<file path="src/rtl/cnt_pkg.sv">
`default_nettype none
// ============================================================================
//  Module   : cnt_pkg
//  Brief    : Shared constants for the down_cnt counter slice: state encoding
//             and nibble width of the borrow-chain decrementer.
//  Revision : 1.0 - initial release
// ============================================================================
package cnt_pkg;

    // Nibble width of one borrow-chain stage
    localparam int NIB = 4;

    // Two-state controller encoding
    localparam logic [0:0] IDLE = 1'b0;
    localparam logic [0:0] RUN  = 1'b1;

endpackage : cnt_pkg
`default_nettype wire

</file>
<file path="src/rtl/dcnt4.sv">
`default_nettype none
// ============================================================================
//  Module   : dcnt4
//  Brief    : 4-bit combinational nibble decrementer with borrow-in and
//             borrow-out. The nibble decrements only when borrow-in is high;
//             borrow-out propagates when this nibble is about to wrap.
//  Revision : 1.0 - initial release
// ============================================================================
module dcnt4
    import cnt_pkg::*;
(
    input  logic [NIB-1:0] i_nib,
    input  logic           i_bin,
    output logic [NIB-1:0] o_nib,
    output logic           o_bout
);

    localparam logic [NIB-1:0] c_zero = '0;
    localparam logic [NIB-1:0] c_one  = {{(NIB-1){1'b0}}, 1'b1};

    // Decrement on borrow-in; a zero nibble borrows from the next stage up
    always_comb begin
        o_nib  = i_bin ? (i_nib - c_one) : i_nib;
        o_bout = i_bin & (i_nib == c_zero);
    end

endmodule : dcnt4
`default_nettype wire

</file>
<file path="src/rtl/down_cnt.sv">
`default_nettype none
// ============================================================================
//  Module   : down_cnt
//  Brief    : Presettable synchronous down counter with cascade-style count
//             enables (CET & CEP), optional auto-reload and a registered
//             terminal-count pulse. The decrement is a nibble borrow chain.
//  Revision : 1.0 - initial release
// ============================================================================
module down_cnt
    import cnt_pkg::*;
#(
    // Counter width in bits; must be a multiple of 4 and at least 4
    parameter int WIDTH = 8
)
(
    input  logic             CP,
    input  logic             MR,
    input  logic             PE,
    input  logic             CET,
    input  logic             CEP,
    input  logic             ARL,
    input  logic [WIDTH-1:0] P,
    output logic [WIDTH-1:0] Q,
    output logic             TC,
    output logic             BUSY
);

    localparam int               NUM_NIB = WIDTH / NIB;
    localparam logic [WIDTH-1:0] c_zero  = '0;
    localparam logic [WIDTH-1:0] c_one   = {{(WIDTH-1){1'b0}}, 1'b1};

    logic [0:0]       r_state;
    logic [WIDTH-1:0] r_q;
    logic [WIDTH-1:0] r_rld;
    logic             r_tc;

    logic             w_ce;
    logic [WIDTH-1:0] w_q_dec;
    logic [NUM_NIB:0] w_borrow;
    logic             w_underflow;
    logic             w_terminal;

    assign w_ce        = CET & CEP;
    assign w_borrow[0] = w_ce;
    // Borrow out of the top nibble means Q was zero; never wrap to all-ones
    assign w_underflow = w_borrow[NUM_NIB];
    assign w_terminal  = (r_q == c_one);

    generate
        for (genvar k = 0; k < NUM_NIB; k++) begin : g_nib
            dcnt4 u_dcnt4 (
                .i_nib  (r_q[k*NIB +: NIB]),
                .i_bin  (w_borrow[k]),
                .o_nib  (w_q_dec[k*NIB +: NIB]),
                .o_bout (w_borrow[k+1])
            );
        end
    endgenerate

    // State, count, reload and terminal-count registers: reset > load > count > hold
    always_ff @(posedge CP) begin
        if (MR) begin
            r_state <= IDLE;
            r_q     <= c_zero;
            r_rld   <= c_zero;
            r_tc    <= 1'b0;
        end else if (!PE) begin
            r_q     <= P;
            r_rld   <= P;
            r_tc    <= 1'b0;
            r_state <= (P != c_zero) ? RUN : IDLE;
        end else if ((r_state == RUN) && w_ce) begin
            if (w_terminal) begin
                // ARL only matters here, on the terminal decrement
                r_tc <= 1'b1;
                if (ARL) begin
                    r_q <= r_rld;
                end else begin
                    r_q     <= c_zero;
                    r_state <= IDLE;
                end
            end else begin
                r_tc <= 1'b0;
                if (!w_underflow) begin
                    r_q <= w_q_dec;
                end
            end
        end else begin
            r_tc <= 1'b0;
        end
    end

    assign Q    = r_q;
    assign TC   = r_tc;
    assign BUSY = (r_state == RUN);

endmodule : down_cnt
`default_nettype wire

</file>
<file path="config.mk">
export PLATFORM = sky130hd
export DESIGN_NAME = down_cnt
export DESIGN_NICKNAME = d
export VERILOG_FILES = /design/src/rtl/cnt_pkg.sv /design/src/rtl/dcnt4.sv /design/src/rtl/down_cnt.sv
export SDC_FILE = /design/constraint.sdc
export NUM_CORES = 1
export LEC_CHECK = 0
export ABC_AREA = 1
export ABC_CLOCK_PERIOD_IN_PS = 3300
export BUFFER_PORTS_ARGS = -buffer_cell sky130_fd_sc_hd__buf_2
export CORE_ASPECT_RATIO = 1.4
export CORE_MARGIN = 2
export CORE_UTILIZATION = 55
export CTS_CLUSTER_SIZE = 8
export DETAILED_ROUTE_END_ITERATION = 8
export HOLD_SLACK_MARGIN = 0.05
export PLACE_DENSITY = 0.8
export SLEW_MARGIN = 20
export SYNTH_ARGS = -nofsm -noshare
export SYNTH_HDL_FRONTEND = slang
export SYNTH_SLANG_ARGS = --single-unit
</file>
<file path="constraint.sdc">
create_clock -name CP -period 3.3 [get_ports CP]
set_clock_uncertainty 0.1 [all_clocks]
set_input_delay 0.165 -clock CP [delete_from_list [all_inputs] [get_ports CP]]
set_output_delay 0.165 -clock CP [all_outputs]
set_load 0.05 [all_outputs]
</file>
# [Word-level counts from Yosys, hierarchy flattened]
# Index checks and enable logic that the tools add are counted.
[totals] wordCells=40 output_inout_bits=10 in_bits=14 register_bits=18
[op_classes] mux=13 n_addsub=2 n_eq_ne=7 bitwise_logic=5 reduce_logical=8
[ops] cell="8-bit two-way mux" n=5
[ops] cell="3-bit AND reduction" n=3
[ops] cell="8-bit by 1-bit == test with 1-bit output (second input constant)" n=1
[ops] cell="4-bit logical NOT" n=2
[ops] cell="4-bit two-way mux" n=2
[ops] cell="8-bit nonzero test" n=1
[ops] cell="4-bit by 1-bit subtractor with 4-bit output (second input constant)" n=2
[ops] cell="1-bit two-way mux" n=6
[ops] cell="3-bit by 1-bit inequality test with 1-bit output (second input constant)" n=2
[ops] cell="2-bit by 1-bit inequality test with 1-bit output (second input constant)" n=2
[ops] cell="1-bit AND" n=3
[ops] cell="3-bit inequality test (second input constant)" n=1
[ops] cell="3-bit OR reduction" n=1
[ops] cell="2-bit inequality test (second input constant)" n=1
[ops] cell="1-bit NOT" n=2
[ops] cell="1-bit logical AND" n=1

# [Depth between registers and ports, before layout]
# Gate-level depths: netlist of the first run.
[depth] ltp_word=7 depth_mapped=11 mapped_depth_nobuf=10

# [Modules after synthesis]
# Synthesis of the first run repeated with hierarchy kept, for this count alone.
[unflattened] hier_cells=193 area_unflattened_um2=1214.9
[modules_own_cells] mod="down_cnt" area_each_um2=999.7 instances=1 cells_per_inst=153 seq_area_each_um2=360.3
[modules_own_cells] mod="dcnt4" area_each_um2=107.6 instances=2 cells_per_inst=20 seq_area_each_um2=0.0

# [Worst setup path before layout of the first run]
# OpenSTA, ideal clock, no wires.
[synth_timing] path_kind="flip-flop to flip-flop" startpoint="register r_q[4], in the netlist Q[4]" endpoint="register r_q[4], in the netlist Q[4]" synth_period_minus_slack_ns=1.899 slack_ns=1.401 setup_time_ns=0.113 required_time_ns=3.087 t_arrival_ns=1.686 n_path_buf=1 path_stages_with_launch=12 cell_sequence="dfxtp_1 -> inv_1 -> ha_1 -> nand2_2 -> nor2_4 -> nand2_2 -> buf_6 -> nand2_1 -> nand3_1 -> nand2_1 -> nor2_1 -> nor2_1"
[synth_via] elab_chain_len=6 elab_cells_between_ends=12 cone_classes="1 x add/sub; 3 x eq/ne; 5 x mux; 1 x bitwise; 2 x reduce/logical"
[synth_rtl] item="start: declaration" line_no="down_cnt.sv:33" text="logic [WIDTH-1:0] r_q;"
[synth_rtl] item="start signal: assignment" line_no="down_cnt.sv:64" text="r_q <= c_zero;"
[synth_rtl] item="start signal: assignment" line_no="down_cnt.sv:77" text="r_q <= r_rld;"
[synth_rtl] item="start signal: assignment" line_no="down_cnt.sv:79" text="r_q <= c_zero;"
[synth_rtl] item="4-bit by 1-bit subtractor with 4-bit output" line_no="dcnt4.sv:23" text="o_nib = i_bin ? (i_nib - c_one) : i_nib;"
[synth_rtl] item="4-bit two-way mux" line_no="dcnt4.sv:23"
[synth_rtl] item="8-bit two-way mux" line_no="down_cnt.sv:84" text="if (!w_underflow) begin"
[synth_rtl] item="8-bit two-way mux" line_no="down_cnt.sv:73" text="if (w_terminal) begin"
[synth_rtl] item="8-bit two-way mux" line_no="down_cnt.sv:72" text="end else if ((r_state == RUN) && w_ce) begin"
[synth_rtl] item="8-bit two-way mux" line_no="down_cnt.sv:67" text="end else if (!PE) begin"
# Several ways; a longest one is shown, not always the timed one. The select of a mux whose other input is x is not followed.
# A chain may end at the register's enable or synchronous reset.

# [Worst setup path in the final report of the first run]
# Ends and elaborated chain as after synthesis.

==> results.json, run 1 <==
{
  "antenna_found_initial": 0,
  "row_count": 19,
  "ys_seq_elements": 18,
  "routabilityCongestion": 0.8480,
  "clock_tree.buffer_depth": 2,
  "setup_ws_ps": 1572,
  "track_usage": 0.2341,
  "end_kind": "flop",
  "gr-total-overflow": 0,
  "rr_endpoint": "Q[4]",
  "netlist_area_mm2": 0.001142,
  "critical_path_peak_fanout": 11,
  "ys_seq_area_frac": 0.3154,
  "yosys_warnings": 0,
  "h-tree-depth": 1,
  "endpoint": "Q[4]",
  "worstPathArrival_ps": 1860,
  "clk_latency_ps": 290,
  "yosys.area.top_type": "dfxtp_1",
  "pin_count": 24,
  "crit_start": "Q[4]",
  "fin_worst_hold_slack_ps": 55.65,
  "vias": 1247,
  "routed_wl_mm": 2.792,
  "cp-start-kind": "flop",
  "clkTransAtPathRegs_ps": 100,
  "cts-root-buf": "clkbuf_4",
  "final_cell_mix": "nand2_1 (54), nor2_1 (24), nand3_1 (24)",
  "rrSetupSlack_ps": 1570,
  "diodes": 0,
  "slowest_delay_ps": 340,
  "rsz0062_at_grt": "false",
  "hp-class": "in -> reg",
  "worstMarginPinSlew_ps": 436.3,
  "synth.distinct_cells": 23,
  "cts_buffers": 3,
  "grt_first_pass_wirelength_mm": 4.471,
  "cp_cell_sequence": "inv_1 > ha_1 > nand2_2 > nor2_4 > nand2_2 > nand2_1 > nand3_1 > nand3_1 > nand2_1 > nor2_1",
  "dp.cells": 221,
  "reg2reg_from": "Q[4]",
  "worstHoldStart": "P[0]",
  "setup_viol": 0,
  "cp_data_required_time_ps": 3430,
  "grt_pass1_vias": 1111,
  "avgSynthCellArea_um2": 6.277,
  "fp.dieW_um": 42.52,
  "critPathKind": "reg -> reg",
  "drive_gt1_frac": 0.1893,
  "fin_crit_ps": 1728,
  "die_h_um": 57.93,
  "outcome": "completed",
  "drcViolationCount": 0,
  "r2r_cells": 10,
  "area_growth_pct": 14.46,
  "power_density_mw_per_mm2": 404.1,
  "slew_violations": 0,
  "drtPass1Iterations": 5,
  "fin_nets": 227,
  "drtIter0Drc": 61,
  "hold_viol_final": 0,
  "fmax_ghz": 0.5787,
  "timing.slew.headroom": 0.7091,
  "dpl.hpwl_mm": 2.108,
  "peakVddDrop_v": 0.0002641,
  "yosys-top-cells-area": "dfxtp_1 (32%), nand2_1 (18%), nand3_1 (11%)",
  "layoutNonFillerInstCount": 227,
  "final_common_cell": "nand2_1",
  "fillCellCount": 193,
  "p_leak_uw": 0.0006774,
  "synth_cells": 182,
  "synth_top_area_share": 0.3154,
  "grt_max_degree": 24,
  "setup_tns_ps": 0,
  "pre_cts_slack_ps": 1616,
  "synth_nets": 201,
  "fin_util": 0.6627,
  "portBuffers": 23,
  "final_antenna_net_count": 0,
  "cts.sinks": 18,
  "dieArea_mm2": 0.002463,
  "wl_per_cell_um": 12.30,
  "cap_viol_max_count": 0,
  "min_period_over_period": 0.5236,
  "core_mm2": 0.001973,
  "cts_tree": "done",
  "start_util": 0.5789,
  "cp_slowest_cell": "dfxtp_1",
  "avgViaCountPerCell": 5.493
}
-- registers in the layout, summed over array words and instances, names as in the netlist --
register  count
Q             8
BUSY          1
TC            1
r_rld         8
-- stage by stage --
stage          cell area (µm²)  total power (µW)
4_1_cts                   1308             530.1
3_3_place_gp              1255             415.8
6_report                  1308             528.3
2_1_floorplan             1142             380.4
5_1_grt                   1308             558.3
3_5_place_dp              1255             420.7
-- cells by family after synthesis --
| kind of cell | Yosys count | share of synthesized area |
|---|---|---|
| xor gates and xnor gates | 2 | 0.01534 |
| adders and majority gates | 5 | 0.05476 |
| AOI/OAI and AO/OA | 13 | 0.05914 |
| DFF | 18 | 0.3154 |
| buffers and inverters | 26 | 0.09419 |
| and+or+nand+nor | 118 | 0.4611 |
-- worst max-delay path: cells and delay by family, from the launching register on --
kind,cells,cell delay (ps)
adders and majority gates,1,220
buffers and inverters,1,140
and+or+nand+nor,8,860
DFF,1,340
-- synthesized netlist by cell type --
cell type,n
nor3_1,3
clkinv_1,1
nand4_1,3
ha_1,5
buf_6,1
nor4_1,1
nor2_1,24
inv_1,16
clkbuf_1,2
nand3_1,24
o21ai_0,3
buf_2,2
dfxtp_1,18
o21bai_1,1
o21ai_1,2
inv_2,4
nand3_2,2
nand2_1,54
nor2_4,2
xnor2_1,2
a21oi_1,7
nor2_2,1
nand2_2,4
-- cell type report --
cell class              count  area [µm²]  share of cell area
flip-flops and latches     18       360.3              0.2756
inverters                  21       78.83             0.06029
multi-input cells         138       674.4              0.5158
well taps                  21       26.28             0.02010
repair buffers             26       145.1              0.1110
clock buffers               3       22.52             0.01722
-- metal layers --
metal	vias up	GRT usage	part of all wire
met5	-	0	0
met4	0	0.1071	0.020
met3	7	0.02181	0.063
met2	52	0.4044	0.48
met1	565	0.2922	0.44
li1	623	-	-
-- repair_timing --
action | CTS | global route
hold buffers | 3 | 0
hold endpoints to repair | 4 | 0
setup buffers | 0 | 0
gates resized for setup | 0 | 0
-- worst min-delay path by stage --
stage,end,cells after the start,slack [ps]
4_1_cts,r_rld[0],3,60
3_5_place_dp,r_rld[1],2,330
2_1_floorplan,r_rld[3],2,220
6_report,r_rld[0],3,60
5_1_grt,r_rld[0],3,80
3_3_place_gp,r_rld[3],3,320
-- power by group --
group          total [µW]  switching (µW)  internal, µW
sequential            247            14.1           232
combinational         174             118          56.1
clock                 108            65.3          42.5
total                 528             197           331
Note: power is estimated with default switching activity, not from simulation.
==> run 2: changes to the inputs <==
--- a/config.mk
+++ b/config.mk
@@ -6,15 +6,15 @@
 export NUM_CORES = 1
 export LEC_CHECK = 0
 export ABC_AREA = 1
-export ABC_CLOCK_PERIOD_IN_PS = 3300
+export ABC_CLOCK_PERIOD_IN_PS = 1400
 export BUFFER_PORTS_ARGS = -buffer_cell sky130_fd_sc_hd__buf_2
 export CORE_ASPECT_RATIO = 1.4
 export CORE_MARGIN = 2
-export CORE_UTILIZATION = 55
+export CORE_UTILIZATION = 48
 export CTS_CLUSTER_SIZE = 8
 export DETAILED_ROUTE_END_ITERATION = 8
 export HOLD_SLACK_MARGIN = 0.05
-export PLACE_DENSITY = 0.8
+export PLACE_DENSITY = 0.74
 export SLEW_MARGIN = 20
 export SYNTH_ARGS = -nofsm -noshare
 export SYNTH_HDL_FRONTEND = slang
==> constraint.sdc (replaced) <==
create_clock -name CP -period 1.4 [get_ports CP]
set_clock_uncertainty 0.1 [all_clocks]
set_input_delay 0.07 -clock CP [delete_from_list [all_inputs] [get_ports CP]]
set_output_delay 0.07 -clock CP [all_outputs]
set_load 0.05 [all_outputs]
==> results.json, run 2 (same netlist as run 1, synthesis figures left out) <==
{
  "grt_first_pass_wirelength_mm": 5.671,
  "routed_wl_mm": 3.700,
  "clock_tree.buffer_depth": 2,
  "setup_viol": 7,
  "setup_ws_ps": -124.2,
  "grt_pass1_vias": 1402,
  "cp_data_required_time_ps": 1500,
  "switching_power_uw": 572.8,
  "wl_per_cell_um": 14.51,
  "fmax_ghz": 0.6561,
  "final_common_cell": "nand2_1",
  "clk_latency_ps": 300,
  "critical_path_peak_fanout": 4,
  "fp.dieW_um": 45.23,
  "final_area_mm2": 0.001755,
  "rsz0062_at_grt": "true",
  "final_cell_mix": "nand2_1 (47), buf_2 (23), nor2_1 (19)",
  "gr-total-overflow": 0,
  "cp-start-kind": "flop",
  "failed_checks": "negative setup slack",
  "pre_cts_slack_ps": -89.08,
  "grt_max_degree": 22,
  "power_frac_comb": 0.415,
  "cts_buffers": 3,
  "area_growth_pct": 53.67,
  "worstMarginPinSlew_ps": 331.0,
  "min_period_over_period": 1.089,
  "fin_util": 0.7972,
  "power_density_mw_per_mm2": 833.9,
  "pin_count": 24,
  "worstPathArrival_ps": 1630,
  "drive_gt1_frac": 0.3991,
  "crit_start": "Q[4]",
  "avgViaCountPerCell": 5.631,
  "antenna_found_initial": 0,
  "clkTransAtPathRegs_ps": 100,
  "portBuffers": 23,
  "start_util": 0.5188,
  "fin_nets": 254,
  "setup_tns_ps": -525.1,
  "outcome": "finished with violations",
  "reg2reg_from": "Q[4]",
  "worstHoldStart": "PE",
  "vias": 1436,
  "routabilityCongestion": 0.9677,
  "fin_crit_ps": 1524,
  "power_frac_seq": 0.400,
  "dp.cells": 235,
  "row_count": 20,
  "sw_frac_of_total": 0.3913,
  "cts-root-buf": "clkbuf_4",
  "layoutNonFillerInstCount": 255,
  "peakVddDrop_v": 0.0006904,
  "core_mm2": 0.002202,
  "p_clk_frac": 0.185,
  "drtIter0Drc": 40,
  "dpl.hpwl_mm": 2.321,
  "drcViolationCount": 0,
  "timing.slew.headroom": 0.7780,
  "cts.sinks": 18,
  "dieArea_mm2": 0.002792,
  "cts_tree": "done",
  "diodes": 0,
  "placed_area_mm2": 0.001406,
  "track_usage": 0.2803,
  "p_leak_uw": 0.0008525,
  "hold_viol_final": 0,
  "cap_viol_max_count": 0,
  "die_h_um": 61.72,
  "critPathKind": "reg -> reg",
  "h-tree-depth": 1,
  "end_kind": "flop",
  "rrSetupSlack_ps": -120,
  "hp-class": "in -> reg",
  "power.internal_uw": 890.9,
  "slew_violations": 0,
  "drtPass1Iterations": 4,
  "final_antenna_net_count": 0
}
-- run 2: power groups by stage --
stage / Combinational [µW] / Clock (µW) / Sequential (µW)
6_report: 607 / 271 / 585
5_1_grt: 655 / 283 / 589
4_1_cts: 532 / 275 / 584
3_5_place_dp: 463 / 0 / 595
3_3_place_gp: 459 / 0 / 594
2_1_floorplan: 241 / 0 / 674
-- run 2: worst paths after layout --
check / depth (start not counted) / end
max: 10 / Q[6]
min: 4 / BUSY
max reg2reg: 10 / Q[6]
min reg2reg: 2 / r_rld[2]
-- run 2: per-stage QoR --
step           hold slack, ps  power [µW]
2_1_floorplan           121.3       915.2
3_3_place_gp            234.6        1052
3_5_place_dp            243.6        1058
4_1_cts                -35.64        1390
5_1_grt                 102.0        1528
6_report                52.17        1464
-- run 2: layout make-up --
cell class,instances,area (µm²)
Tap cell,22,27.53
Clock buffer,3,22.52
Fill cell,152,446.7
Sequential cell,18,380.4
Inverter,21,88.84
Multi-Input combinational cell,139,858.3
Timing Repair Buffer,52,377.9
-- run 2: worst max-delay path, stage by stage (launching register included) --
cell and delay, ps:
dfxtp_4 360, inv_4 60, ha_4 150, nand2_4 50, nor2_4 170, buf_6 140
nand3_2 80, nand3_2 50, nand2_1 60, nor2_2 140, nor2_1 60
-- run 2: what timing repair did --
item,4_1_cts,5_1_grt
gates cloned,0,1
hold buffers,14,2
gates resized for setup,18,22
setup buffers,1,1
setup endpoints to repair,8,10
endpoints found under the hold margin,15,2
pin swaps,12,25
-- run 2: routing by layer --
layer | wire, µm | global-route usage | share of wire
met5 | 0 | 0 | 0
met4 | 169 | 0.1891 | 0.046
met3 | 164 | 0.02890 | 0.044
met2 | 2069 | 0.5224 | 0.56
met1 | 1297 | 0.2875 | 0.35
